[src/rtl/shift_pkg.sv]
`default_nettype none
// ============================================================================
// Module      : shift_pkg
// Description : Shared types for the iterative shifter (shift modes, FSM states).
// Revision    : 1.0 - initial release
// ============================================================================

package shift_pkg;

    typedef enum logic [1:0] {
        SH_LSL = 2'd0,
        SH_LSR = 2'd1,
        SH_ASR = 2'd2,
        SH_ROR = 2'd3
    } shift_mode_e;

    typedef enum logic [1:0] {
        ST_IDLE  = 2'd0,
        ST_SHIFT = 2'd1,
        ST_DONE  = 2'd2
    } state_e;

endpackage

`default_nettype wire

[src/rtl/shift_step.sv]
`default_nettype none
// ============================================================================
// Module      : shift_step
// Description : Combinational single-step shifter, shifts by k (0..STEP) in one
//               of LSL/LSR/ASR/ROR with an externally supplied sign bit.
// Revision    : 1.0 - initial release
// ============================================================================

module shift_step
    import shift_pkg::*;
#(
    parameter int WIDTH = 32,
    parameter int STEP  = 4,
    parameter int KW    = 3
) (
    input  logic [WIDTH-1:0] data,
    input  shift_mode_e      mode,
    input  logic [KW-1:0]    k,
    input  logic             sign,
    output logic [WIDTH-1:0] result
);

    localparam int XW  = WIDTH + STEP;
    localparam int XIW = $clog2(XW);

    logic [STEP-1:0]  w_fill;
    logic [XW-1:0]    w_ext;
    logic [WIDTH-1:0] w_rsh;
    logic [XIW-1:0]   w_idx;

    // Right shifts select a WIDTH window out of {fill, data}; k never exceeds STEP.
    always_comb begin
        w_fill = '0;
        case (mode)
            SH_ASR:  w_fill = {STEP{sign}};
            SH_ROR:  w_fill = data[STEP-1:0];
            default: w_fill = '0;
        endcase
        w_ext = {w_fill, data};
        w_rsh = '0;
        w_idx = '0;
        for (int i = 0; i < WIDTH; i++) begin
            w_idx    = XIW'(i) + XIW'(k);
            w_rsh[i] = w_ext[w_idx];
        end
        result = (mode == SH_LSL) ? (data << k) : w_rsh;
    end

endmodule

`default_nettype wire

[src/rtl/iter_shifter.sv]
`default_nettype none
// ============================================================================
// Module      : iter_shifter
// Description : Multi-cycle LSL/LSR/ASR/ROR shifter, at most STEP positions per
//               clock, with valid/ready handshakes on both sides.
// Revision    : 1.0 - initial release
// ============================================================================

module iter_shifter
    import shift_pkg::*;
#(
    parameter  int WIDTH = 32,
    parameter  int STEP  = 4,
    localparam int AW    = $clog2(WIDTH)
) (
    input  logic             clk,
    input  logic             rst,
    input  logic             in_valid,
    output logic             in_ready,
    input  logic [WIDTH-1:0] in_data,
    input  logic [AW-1:0]    in_amt,
    input  logic [1:0]       in_mode,
    output logic             out_valid,
    input  logic             out_ready,
    output logic [WIDTH-1:0] out_data,
    output logic             busy
);

    localparam int          KW     = $clog2(STEP + 1);
    localparam logic [AW:0] c_step = (AW + 1)'(STEP);

    state_e           r_state;
    logic [WIDTH-1:0] r_data;
    logic [AW-1:0]    r_rem;
    shift_mode_e      r_mode;
    logic             r_sign;
    logic             r_busy;
    logic             r_out_valid;
    logic [WIDTH-1:0] r_out_data;

    logic [AW:0]      w_rem_ext;
    logic [AW:0]      w_rem_next;
    logic [KW-1:0]    w_k;
    logic [WIDTH-1:0] w_step_data;

    // Step size is the remaining amount, capped at STEP.
    always_comb begin
        w_rem_ext  = {1'b0, r_rem};
        w_k        = (w_rem_ext > c_step) ? KW'(STEP) : w_rem_ext[KW-1:0];
        w_rem_next = w_rem_ext - (AW + 1)'(w_k);
    end

    shift_step #(
        .WIDTH (WIDTH),
        .STEP  (STEP),
        .KW    (KW)
    ) u_step (
        .data   (r_data),
        .mode   (r_mode),
        .k      (w_k),
        .sign   (r_sign),
        .result (w_step_data)
    );

    always_ff @(posedge clk or posedge rst) begin
        if (rst) begin
            r_state     <= ST_IDLE;
            r_data      <= '0;
            r_rem       <= '0;
            r_mode      <= SH_LSL;
            r_sign      <= 1'b0;
            r_busy      <= 1'b0;
            r_out_valid <= 1'b0;
            r_out_data  <= '0;
        end else begin
            case (r_state)
                ST_IDLE: begin
                    if (in_valid) begin
                        r_data <= in_data;
                        r_rem  <= in_amt;
                        r_mode <= shift_mode_e'(in_mode);
                        r_sign <= in_data[WIDTH-1];
                        r_busy <= 1'b1;
                        if (in_amt == '0) begin
                            r_state     <= ST_DONE;
                            r_out_valid <= 1'b1;
                            r_out_data  <= in_data;
                        end else begin
                            r_state <= ST_SHIFT;
                        end
                    end
                end
                ST_SHIFT: begin
                    r_data <= w_step_data;
                    r_rem  <= w_rem_next[AW-1:0];
                    if (w_rem_next == '0) begin
                        r_state     <= ST_DONE;
                        r_out_valid <= 1'b1;
                        r_out_data  <= w_step_data;
                    end
                end
                ST_DONE: begin
                    if (out_ready) begin
                        r_state     <= ST_IDLE;
                        r_out_valid <= 1'b0;
                        r_busy      <= 1'b0;
                    end
                end
                default: begin
                    r_state     <= ST_IDLE;
                    r_out_valid <= 1'b0;
                    r_busy      <= 1'b0;
                end
            endcase
        end
    end

    // in_ready must fall with rst itself, not one edge later.
    assign in_ready  = (r_state == ST_IDLE) && !rst;
    assign out_valid = r_out_valid;
    assign out_data  = r_out_data;
    assign busy      = r_busy;

endmodule

`default_nettype wire

[config.mk]
export PLATFORM = sky130hd
export DESIGN_NAME = iter_shifter
export DESIGN_NICKNAME = d
export VERILOG_FILES = /design/src/rtl/shift_pkg.sv /design/src/rtl/shift_step.sv /design/src/rtl/iter_shifter.sv
export SDC_FILE = /design/constraint.sdc
export NUM_CORES = 1
export LEC_CHECK = 0
export ABC_CLOCK_PERIOD_IN_PS = 5900
export BUFFER_PORTS_ARGS = -buffer_cell sky130_fd_sc_hd__buf_2
export CORE_AREA = 4 4 139 141
export DETAILED_ROUTE_END_ITERATION = 12
export DIE_AREA = 0 0 143 145
export PLACE_DENSITY = 0.69
export SYNTH_ARGS = -nofsm -noshare
export SYNTH_HDL_FRONTEND = slang
export SYNTH_HIERARCHICAL = 1
export SYNTH_SLANG_ARGS = --single-unit
[constraint.sdc]
create_clock -name clk -period 5.9 [get_ports clk]
set_input_delay 0.59 -clock clk [delete_from_list [all_inputs] [get_ports clk]]
set_output_delay 0.59 -clock clk [all_outputs]
set_load 0.02 [all_outputs]
==> results of run 1 <==
==> per-layer routing <==
layer / GRT usage, % / part of all wire [%] / up-vias
li1: - / - / 2830
met1: 28.2 / 42 / 2950
met2: 32.6 / 47 / 279
met3: 4.54 / 7.4 / 51
met4: 7.98 / 3.4 / 0
met5: 0 / 0 / -
==> cell families (layout without fill, tap and decap cells) <==
logic type               count (synthesis)  in the layout  synth area share, %
multiplexers                           210            210                 37.9
AND/OR/NAND/NOR                        186            186                 12.6
AO/OA/AOI/OAI                          155            155                 14.4
buffers and inverters                   92            135                 6.09
flip-flops                              76             76                 26.7
adder cells (fa/ha/maj)                 13             13                 2.28
other                                    1              1               0.0526
==> Yosys cell counts, drive strengths merged, types with 4 or more instances <==
library cell  instances
mux2i                99
dfrtp                76
mux2                 76
nand2                61
nor2                 55
o21ai                43
mux4                 35
buf                  32
clkbuf               30
inv                  30
a21oi                28
ha                   13
nor3                 13
a211oi               12
o211ai               10
o22ai                10
nand3                 9
nand2b                8
a31oi                 7
and2                  6
nor2b                 6
o31ai                 5
nand3b                4
nand4                 4
o311ai                4
==> flip-flops by register name, indices dropped and copies added (netlist names) <==
name	cells
out_valid	1
r_rem	5
r_data	32
r_state	2
out_data	32
r_mode	2
busy	1
r_sign	1
==> how the worst max path moves through the flow <==
stage	start	endpoint	slack (ps)	cells after the start
CTS	r_rem[2]$_DFFE_PP0P_	out_data[27]$_DFFE_PP0P_	1690	13
detailed placement	r_rem[2]$_DFFE_PP0P_	out_data[27]$_DFFE_PP0P_	1710	13
floorplan	r_rem[2]$_DFFE_PP0P_	out_data[27]$_DFFE_PP0P_	1410	17
global placement	r_rem[2]$_DFFE_PP0P_	out_data[27]$_DFFE_PP0P_	1760	13
global route	r_rem[3]$_DFFE_PP0P_	out_data[27]$_DFFE_PP0P_	1480	10
finish	r_rem[2]$_DFFE_PP0P_	out_data[27]$_DFFE_PP0P_	1660	13
==> cells in the final DEF (no fill, tap or decap), drive strengths merged, types with 7 or more instances in the layout <==
master and instances:
mux2i 99, buf 89, dfrtp 76, mux2 76, nand2 61, nor2 55, o21ai 43, mux4 35
inv 29, a21oi 28, ha 13, nor3 13, a211oi 12, clkbuf 11, o22ai 10, o211ai 10
nand3 9, nand2b 8, a31oi 7
==> worst register-to-register path, stage by stage, from the launching register on <==
cell and delay (ps):
dfrtp_1 460, or3_1 510, nor2_4 130, inv_1 50, buf_4 230, ha_1 330
buf_4 390, mux2_2 430, mux2_2 280, mux4_2 480, or2b_1 170, o211ai_1 90
mux2_2 310, mux2_4 270
==> per-stage QoR <==
| stage | cell area [µm²] | hold slack [ps] | utilization (%) | std cells | setup WS (ps) |
|---|---|---|---|---|---|
| floorplan | 7130 | 478 | - | 733 | 1410 |
| global placement | 7610 | 465 | 42.4 | 989 | 1760 |
| detailed placement | 7610 | 478 | 42.4 | 989 | 1710 |
| CTS | 7940 | 462 | 44.2 | 1005 | 1690 |
| global route | 7940 | 471 | 44.2 | 1005 | 1480 |
| finish | 7940 | 470 | 44.2 | 1005 | 1660 |
==> layout make-up <==
class / count / area (µm²)
fill: 1694 / 10000
multi-input combinational: 565 / 4840
sequential: 76 / 1900
timing repair buffer: 89 / 475
tap: 229 / 287
clock buffer: 11 / 243
inverter: 30 / 114
clock inverter: 5 / 85.1
==> out/qor.yml, run 1 <==
hp-start: "in_mode[0]"
synth_nets: 789
fin_crit_sh_pct: 71.9
path_max_fanout: 33
cp.required_ps: 6140
yosysTopAreaCellShare_pct: 26.7
endpoint_kind: "register"
cts_tree: "done"
synthesis.area_mm2: 0.00713
numCtsBuffers: 9
drive_gt1_share_pct: 28.4
cp.buffers_inverters: 3
antenna_cells: 0
grt_pass1_wl_um: 34400
rows: 49
r2r_start: "r_rem[2]$_DFFE_PP0P_"
drc: 0
worstMarginPinSlew_ps: 964
io_buffers: 77
synth_area_leader_cell: "dfrtp_1"
maxCapViolCount: 0
synth_edf_count: 0
antenna_found_initial: 0
cts_setup_buffers: 0
postSynthAreaPerCell_um2: 9.73
vias: 6110
viasPerCell: 6.08
grt_pass1_vias: 6044
path_class: "register to register"
cts.clk_slew.worst_paths_ps: 60
synth_warnings: 6
synth_top_flop_cell: "dfrtp_1"
clockBufferDepth: 2
grt_max_degree: 77
start_util_pct: 39.7
ff2ff_path_depth: 13
overflow: 0
drt_iter0_drc: 522
worstHoldPathCells: 2
cts_max_level: 3
gp_congestion: 0.920
cts.sinks: 76
hold-path-endpoint: "r_mode[0]$_DFFE_PP0P_"
cp_top_family: "multiplexers"
dp_hpwl_um: 15300
regToRegSetupSlack_ps: 1660
ys_ff_latch: 76
finalMaxSlewViolations: 0
dieArea_mm2: 0.0207
setup_tns_ps: 0
crit_path_start_kind: "register"
finalSetupViolCount: 0
hold_viol: 0
die_h_um: 145
synth-async-reset-ratio_pct: 100
synth_cells: 733
ctsRootBufferMaster: "clkbuf_16"
rsz0062_at_grt: "no"
holdCritPathClass: "primary input to register"
fp.dieW_um: 143
critPathSlowestCell: "or3_1"
wl_per_cell_um: 21.2
skew_ps: 7.17
yosys-top-cells-area: "dfrtp_1, mux2i_1, mux2_2"
grt.total_usage_pct: 20.8
cp.arrival_ps: 4480
fin_crit_ps: 4240
ys_seq_area_share_pct: 26.7
worstPathCellList: "or3_1 > nor2_4 > inv_1 > buf_4 > ha_1 > buf_4 > mux2_2 > mux2_2 > mux4_2 > or2b_1 > o211ai_1 > mux2_2 > mux2_4"
max_stage_delay_ps: 500
yosysUniqueCellTypes: 70
slew_headroom_pct: 35.7
layout.nets: 827
clock_latency_ps: 360
pin_count: 78
area_growth_pct: 11.4
fmax_ghz: 0.236
wl_um: 21300
postRouteAntennaNets: 0
firstDrtPassIters: 5
cts_resized: 0
outcome: "finished clean"
critPathMostFrequentCell: "mux2_2"
postCtsHoldBufs: 0
core_region_area_mm2: 0.0180
r2r-end: "out_data[27]$_DFFE_PP0P_"
Power of run 1 is not shown: default switching activity piles up to over one toggle a cycle in this logic, so the estimate is an artifact.
==> run 2, diff against run 1 <==
- ABC_AREA: unset -> 1
- ABC_CLOCK_PERIOD_IN_PS: 5900 -> 4100
- CORE_AREA: 4 4 139 141 -> 4 4 135 137
- DIE_AREA: 0 0 143 145 -> 0 0 139 141
- clock period: 5.9 -> 4.1 ns (I/O delays scaled with it)
==> run 2 against run 1 <==
Via count up 21%; critical endpoint is now out_data[25]$_DFFE_PP0P_; non-clock buffer count down 1; fmax up 23%; flip-flop and latch count unchanged; largest cell class unchanged; first-iteration DRC count up 24%; area after synthesis down 6.5%; critical path depth up 6; final cell count up 33%; core utilization down 0.82 points; wire length up 7.7%; design area down 6.8%; worst setup slack worse by 1000 ps.
==> out/qor.yml, run 2 <==
outcome: "finished clean"  # unchanged
antenna_cells: 0  # unchanged
nFillCells: 1896  # was 1694
endpoint_kind: "register"  # unchanged
internal-power_mw: 3.34
cp.arrival_ps: 3720  # was 4480 ps
yosysMostFrequentCell: "nand2_1"  # was mux2i_1
skew_ps: 8.37  # was 7.17 ps
pin_count: 78  # unchanged
cts.clk_slew.worst_paths_ps: 70  # was 60 ps
clockBufferDepth: 2  # unchanged
p_leak_nw: 3.96
yosys-top-cells-area: "dfrtp_1, nand2_1, nand3_1"  # was dfrtp_1, mux2i_1, mux2_2
rows: 48  # was 49
postCtsHoldBufs: 0  # unchanged
synth_cells: 1072  # was 733
cts_max_level: 3  # unchanged
dp_hpwl_um: 16800  # was 15300 µm
ys_ff_latch: 76  # unchanged
layout_commonest_cell: "nand2_1"  # was mux2i_1
cts_tree: "done"  # unchanged
rsz0062_at_grt: "no"  # unchanged
grt_pass1_vias: 6594  # was 6044
finalSetupViolCount: 0  # unchanged
hold_viol: 0  # unchanged
firstDrtPassIters: 5  # unchanged
ir_drop_uv: 559
area_growth_pct: 11.1  # was 11.4%
yosysTopAreaCellShare_pct: 28.5  # was 26.7%
clock_latency_ps: 340  # was 360 ps
crit_path_start_kind: "register"  # unchanged
cts.sinks: 76  # unchanged
synth_edf_count: 0  # unchanged
vias: 7382  # was 6110
worstMarginPinSlew_ps: 720  # was 964 ps
timing.final.ws_setup_ps: 657  # was 1660 ps
multi_input_area_mm2: 0.00415  # was 0.00484 mm²
grt.total_usage_pct: 22.7  # was 20.8%
holdCritPathClass: "primary input to async pin"  # was primary input to register
grt_max_degree: 61  # was 77
seq_area_mm2: 0.00190  # unchanged
path_max_fanout: 53  # was 33
layout.nets: 1167  # was 827
maxCapViolCount: 0  # unchanged
ctsRootBufferMaster: "clkbuf_16"  # unchanged
core_region_area_mm2: 0.0171  # was 0.0180 mm²
clkPwrFrac_pct: 12.2
p_sw_mw: 4.42
ys_seq_area_share_pct: 28.5  # was 26.7%
fmax_ghz: 0.290  # was 0.236 GHz
synth_nets: 1128  # was 789
dieArea_mm2: 0.0196  # was 0.0207 mm²
slew_headroom_pct: 51.9  # was 35.7%
postSynthAreaPerCell_um2: 6.22  # was 9.73 µm²
overflow: 0  # unchanged
io_buffers: 77  # unchanged
cp.required_ps: 4380  # was 6140 ps
most-common-layout-cells: "nand2_1, nand3_1, buf_2"  # was mux2i_1, buf_2, dfrtp_1
synth_commonest_cells: "nand2_1, nand3_1, dfrtp_1"  # was mux2i_1, dfrtp_1, mux2_2
drc: 0  # unchanged
synthesis.area_mm2: 0.00666  # was 0.00713 mm²
start_util_pct: 39.1  # was 39.7%
finalMaxSlewViolations: 0  # unchanged
grt_pass1_wl_um: 36100  # was 34400 µm
drive_gt1_share_pct: 13.3  # was 28.4%
preCtsSetupSlack_ps: 753  # was 1710 ps
fin_crit_sh_pct: 84.0  # was 71.9%
path_class: "register to register"  # unchanged
wl_per_cell_um: 17.1  # was 21.2 µm
wl_um: 23000  # was 21300 µm
power_density_mw_per_mm2: 1050
viasPerCell: 5.51  # was 6.08
synth_area_leader_cell: "dfrtp_1"  # unchanged
combPwrFrac_pct: 69.2
synth_warnings: 6  # unchanged
setup_tns_ps: 0  # unchanged
die_h_um: 141  # was 145 µm
synth-async-reset-ratio_pct: 100  # unchanged
gp_congestion: 0.967  # was 0.920
yosysUniqueCellTypes: 44  # was 70
fin_crit_ps: 3440  # was 4240 ps
numCtsBuffers: 9  # unchanged
p_sw_share_pct: 57.0
sequentialPowerShare_pct: 18.6
cts_setup_buffers: 0  # unchanged
postRouteAntennaNets: 0  # unchanged
whs_ps: 187  # was 470 ps
fp.dieW_um: 139  # was 143 µm
final_cell_count_no_fill: 1340  # was 1005
synth_top_flop_cell: "dfrtp_1"  # unchanged
antenna_found_initial: 0  # unchanged
place_inst: 1325  # was 989
drt_iter0_drc: 648  # was 522
cts_resized: 0  # unchanged
run 2: worst paths after layout:
| check | from | end | slack [ps] | depth (start not counted) |
|---|---|---|---|---|
| setup / recovery | r_rem[4]$_DFFE_PP0P_ | out_data[25]$_DFFE_PP0P_ | 660 | 19 |
| min in group clk | in_mode[0] | r_mode[0]$_DFFE_PP0P_ | 260 | 3 |
| setup reg to reg | r_rem[4]$_DFFE_PP0P_ | out_data[25]$_DFFE_PP0P_ | 660 | 19 |
| max in group asynchronous | rst | r_data[13]$_DFFE_PP0P_ | 3030 | 3 |
| hold reg to reg | out_data[14]$_DFFE_PP0P_ | out_data[14]$_DFFE_PP0P_ | 470 | 2 |
| hold / removal | rst | r_state[1]$_DFFE_PP0P_ | 190 | 2 |
run 2: critical path: stages, from the launching register on:
cell	delay (ps)
dfrtp_1	400
nor2_2	170
nand2_2	180
nor2_4	180
buf_4	470
ha_1	290
ha_1	350
inv_1	190
nand3_1	180
nand3_1	130
nand2_1	80
nand2_1	60
nand2_1	50
nand2_1	50
nand2_1	70
nand2_1	160
nand2_1	70
nand2_1	100
nand4_1	100
nand2_1	90
run 2: routing by layer:
layer  track usage (%)  part of all wire (%)  vias up
li1                  -                     -     3618
met3              3.63                   6.6       38
met1              32.1                    45     3440
met5                 0                     0        -
met2              36.0                    46      286
met4              6.28                   2.3        0
run 2: logic make-up after synthesis:
kind of cell	share of synthesized area [%]
simple gates	44.7
compound gates	14.3
fa+ha+maj	2.44
flops	28.5
other cells	0.0563
buf+inv	9.41
mux	0.601
run 2: final cells by class:
class / instances / share of cell area, %
timing repair buffer: 88 / 6.32
tap: 225 / 3.80
sequential: 76 / 25.7
multi-input combinational: 871 / 56.1
inverter: 65 / 3.40
clock buffer: 10 / 3.23
clock inverter: 5 / 1.45
run 2: through the flow:
step	power, mW	util (%)	cell area, µm²
2_1_floorplan	5.37	-	6660
3_3_place_gp	6.69	41.4	7050
3_5_place_dp	6.71	41.4	7050
4_1_cts	7.68	43.4	7400
5_1_grt	8.43	43.4	7400
6_report	7.77	43.4	7400
run 2: power by group through the flow:
stage / sequential [mW] / clock (mW) / combinational, mW
floorplan: 1.52 / 0 / 3.85
global placement: 1.44 / 0 / 5.24
detailed placement: 1.44 / 0 / 5.27
CTS: 1.44 / 0.952 / 5.29
global route: 1.48 / 0.990 / 5.96
finish: 1.44 / 0.951 / 5.37
No activity file was read; power rests on OpenSTA's default activity.
==> run 3, diff against run 2 <==
- ABC_CLOCK_PERIOD_IN_PS: 4100 -> 2810
- PLACE_DENSITY: 0.69 -> 0.71
- clock period: 4.1 -> 2.81 ns (I/O delays scaled with it)
==> run 3 against run 2 <==
Global-route usage is 0.74 points higher; worst setup slack got worse by 540 ps; flip-flop and latch count unchanged; sequential share of layout area shrank 1.3 points; design area rose by 5.3%; clock skew about the same; clock power is 39% higher; critical endpoint is now out_data[15]$_DFFE_PP0P_.
==> out/qor.yml, run 3 (synthesized netlist as in run 2, its figures left out) <==
outcome: "finished clean"  # unchanged
timing.final.ws_setup_ps: 119  # was 657 ps
io_buffers: 77  # unchanged
viasPerCell: 5.56  # was 5.51
postCtsHoldBufs: 0  # unchanged
p_leak_nw: 4.14  # was 3.96 nW
cts_max_level: 3  # unchanged
grt_pass1_vias: 6986  # was 6594
path_max_fanout: 9  # was 53
pin_count: 78  # unchanged
overflow: 0  # unchanged
fin_crit_ps: 2690  # was 3440 ps
grt_pass1_wl_um: 37500  # was 36100 µm
antenna_cells: 0  # unchanged
worstPathCellList: "nor2_4 > nand2_4 > nor2_4 > buf_4 > inv_6 > ha_4 > clkinv_4 > nand3_1 > nand3_1 > nand2_1 > nand2_1 > nand3_1 > nand2_1 > o21bai_1 > nand2_1 > nand2_1 > nand4_1 > nand2_1"  # was nor2_2 > nand2_2 > nor2_4 > buf_4 > ha_1 > ha_1 > inv_1 > nand3_1 > nand3_1 > nand2_1 > nand2_1 > nand2_1 > nand2_1 > nand2_1 > nand2_1 > nand2_1 > nand2_1 > nand4_1 > nand2_1
hold_viol: 0  # unchanged
grt.total_usage_pct: 23.4  # was 22.7%
rsz0062_at_grt: "yes"  # was no
ctsRootBufferMaster: "clkbuf_16"  # unchanged
power_density_mw_per_mm2: 1530  # was 1050 mW/mm²
endpoint_kind: "register"  # unchanged
wl_per_cell_um: 17.0  # was 17.1 µm
finalMaxSlewViolations: 0  # unchanged
antenna_found_initial: 0  # unchanged
worstMarginPinSlew_ps: 739  # was 720 ps
gp_congestion: 1.02  # was 0.967
clock_latency_ps: 340  # about the same
finalSetupViolCount: 0  # unchanged
wl_um: 23400  # was 23000 µm
crit_path_start_kind: "register"  # unchanged
cts.clk_slew.worst_paths_ps: 70  # about the same
cts.sinks: 76  # unchanged
ff2ff_path_depth: 18  # was 19
fin_crit_sh_pct: 95.8  # was 84.0%
skew_ps: 8.79  # was 8.37 ps
firstDrtPassIters: 7  # was 5
r2r_start: "r_rem[4]$_DFFE_PP0P_"  # unchanged
max_stage_delay_ps: 410  # was 470 ps
clockBufferDepth: 2  # unchanged
ir_drop_uv: 1220  # was 559 µV
cp.arrival_ps: 2960  # was 3720 ps
layout.nets: 1202  # was 1167
fmax_ghz: 0.372  # was 0.290 GHz
vias: 7648  # was 7382
drc: 0  # unchanged
finalPower_mw: 11.9  # was 7.77 mW
slew_headroom_pct: 50.7  # was 51.9%
preCtsSetupSlack_ps: -20.8  # was 753 ps
most-common-layout-cells: "nand2_1, nand3_1, buf_2"  # unchanged
die_h_um: 141  # unchanged
r2r-end: "out_data[15]$_DFFE_PP0P_"  # was out_data[25]$_DFFE_PP0P_
regToRegSetupSlack_ps: 120  # was 660 ps
dp_hpwl_um: 17700  # was 16800 µm
cts_tree: "done"  # unchanged
drive_gt1_share_pct: 17.5  # was 13.3%
critPathMostFrequentCell: "nand2_1"  # unchanged
grt_max_degree: 52  # was 61
holdCritPathClass: "primary input to async pin"  # unchanged
numCtsBuffers: 9  # unchanged
path_class: "register to register"  # unchanged
area_growth_pct: 17.0  # was 11.1%
rows: 48  # unchanged
drt_iter0_drc: 938  # was 648
start_util_pct: 39.1  # unchanged
critPathSlowestCell: "dfrtp_1"  # was buf_4
postRouteAntennaNets: 0  # unchanged
dieArea_mm2: 0.0196  # unchanged
layout_commonest_cell: "nand2_1"  # unchanged
fp.dieW_um: 139  # unchanged
cp.required_ps: 3080  # was 4380 ps
core_region_area_mm2: 0.0171  # unchanged
maxCapViolCount: 0  # unchanged
## run 3: worst max path at each step
| stage | to | slack, ps | start |
|---|---|---|---|
| 2_1_floorplan | out_data[31]$_DFFE_PP0P_ | 9 | r_rem[3]$_DFFE_PP0P_ |
| 3_3_place_gp | out_data[29]$_DFFE_PP0P_ | 6 | r_rem[3]$_DFFE_PP0P_ |
| 3_5_place_dp | out_data[29]$_DFFE_PP0P_ | -20 | r_rem[3]$_DFFE_PP0P_ |
| 4_1_cts | out_data[29]$_DFFE_PP0P_ | 10 | r_rem[3]$_DFFE_PP0P_ |
| 5_1_grt | out_data[31]$_DFFE_PP0P_ | -10 | r_rem[4]$_DFFE_PP0P_ |
| 6_report | out_data[15]$_DFFE_PP0P_ | 120 | r_rem[4]$_DFFE_PP0P_ |
## run 3: worst max-delay path, delay by kind of cell (launching register included)
kind,cells,cell delay (ps)
and+or+nand+nor,13,1430
DFF,1,410
adders and majority gates,1,300
buffers and inverters,3,290
AOI/OAI and AO/OA,1,190
## run 3: report_power, final
part           internal [mW]  switching, mW  total (mW)
combinational           2.74           5.74        8.48
sequential              1.63          0.462        2.09
clock                  0.811          0.508        1.32
total                   5.18           6.71        11.9
## run 3: repair_timing
item                       in CTS  in global routing
pin swaps                       0                  4
setup buffers                   0                  5
setup endpoints to repair       2                 27
gates cloned                    0                  1
gates resized for setup         2                 24
## run 3: final cells by class
cell class / instances / area, µm²
repair buffers: 122 / 763
multi-input cells: 871 / 4250
repair inverters: 1 / 6.26
inverters: 65 / 262
well taps: 225 / 282
flip-flops and latches: 76 / 1900
clock buffers: 10 / 239
fillers: 1790 / 9260
clock inverters: 6 / 93.8
## run 3: layer usage
layer	global-route usage [%]	wire (µm)	share of wire [%]
met1	33.5	10400	44
met2	37.4	10500	45
met3	3.53	2030	8.7
met4	5.51	520	2.2
met5	0	0	0
## run 3: metrics by stage
step,instance area [µm²],TNS (ps),util (%),cells,hold slack (ps)
after floorplan,6720,0,-,1072,391
after global placement,7320,0,42.9,1354,383
after detailed placement,7320,-38.8,42.9,1354,390
after CTS,7650,0,44.9,1370,25.2
after global routing,7790,-23.4,45.7,1376,67.2
final,7790,0,45.7,1376,7.96
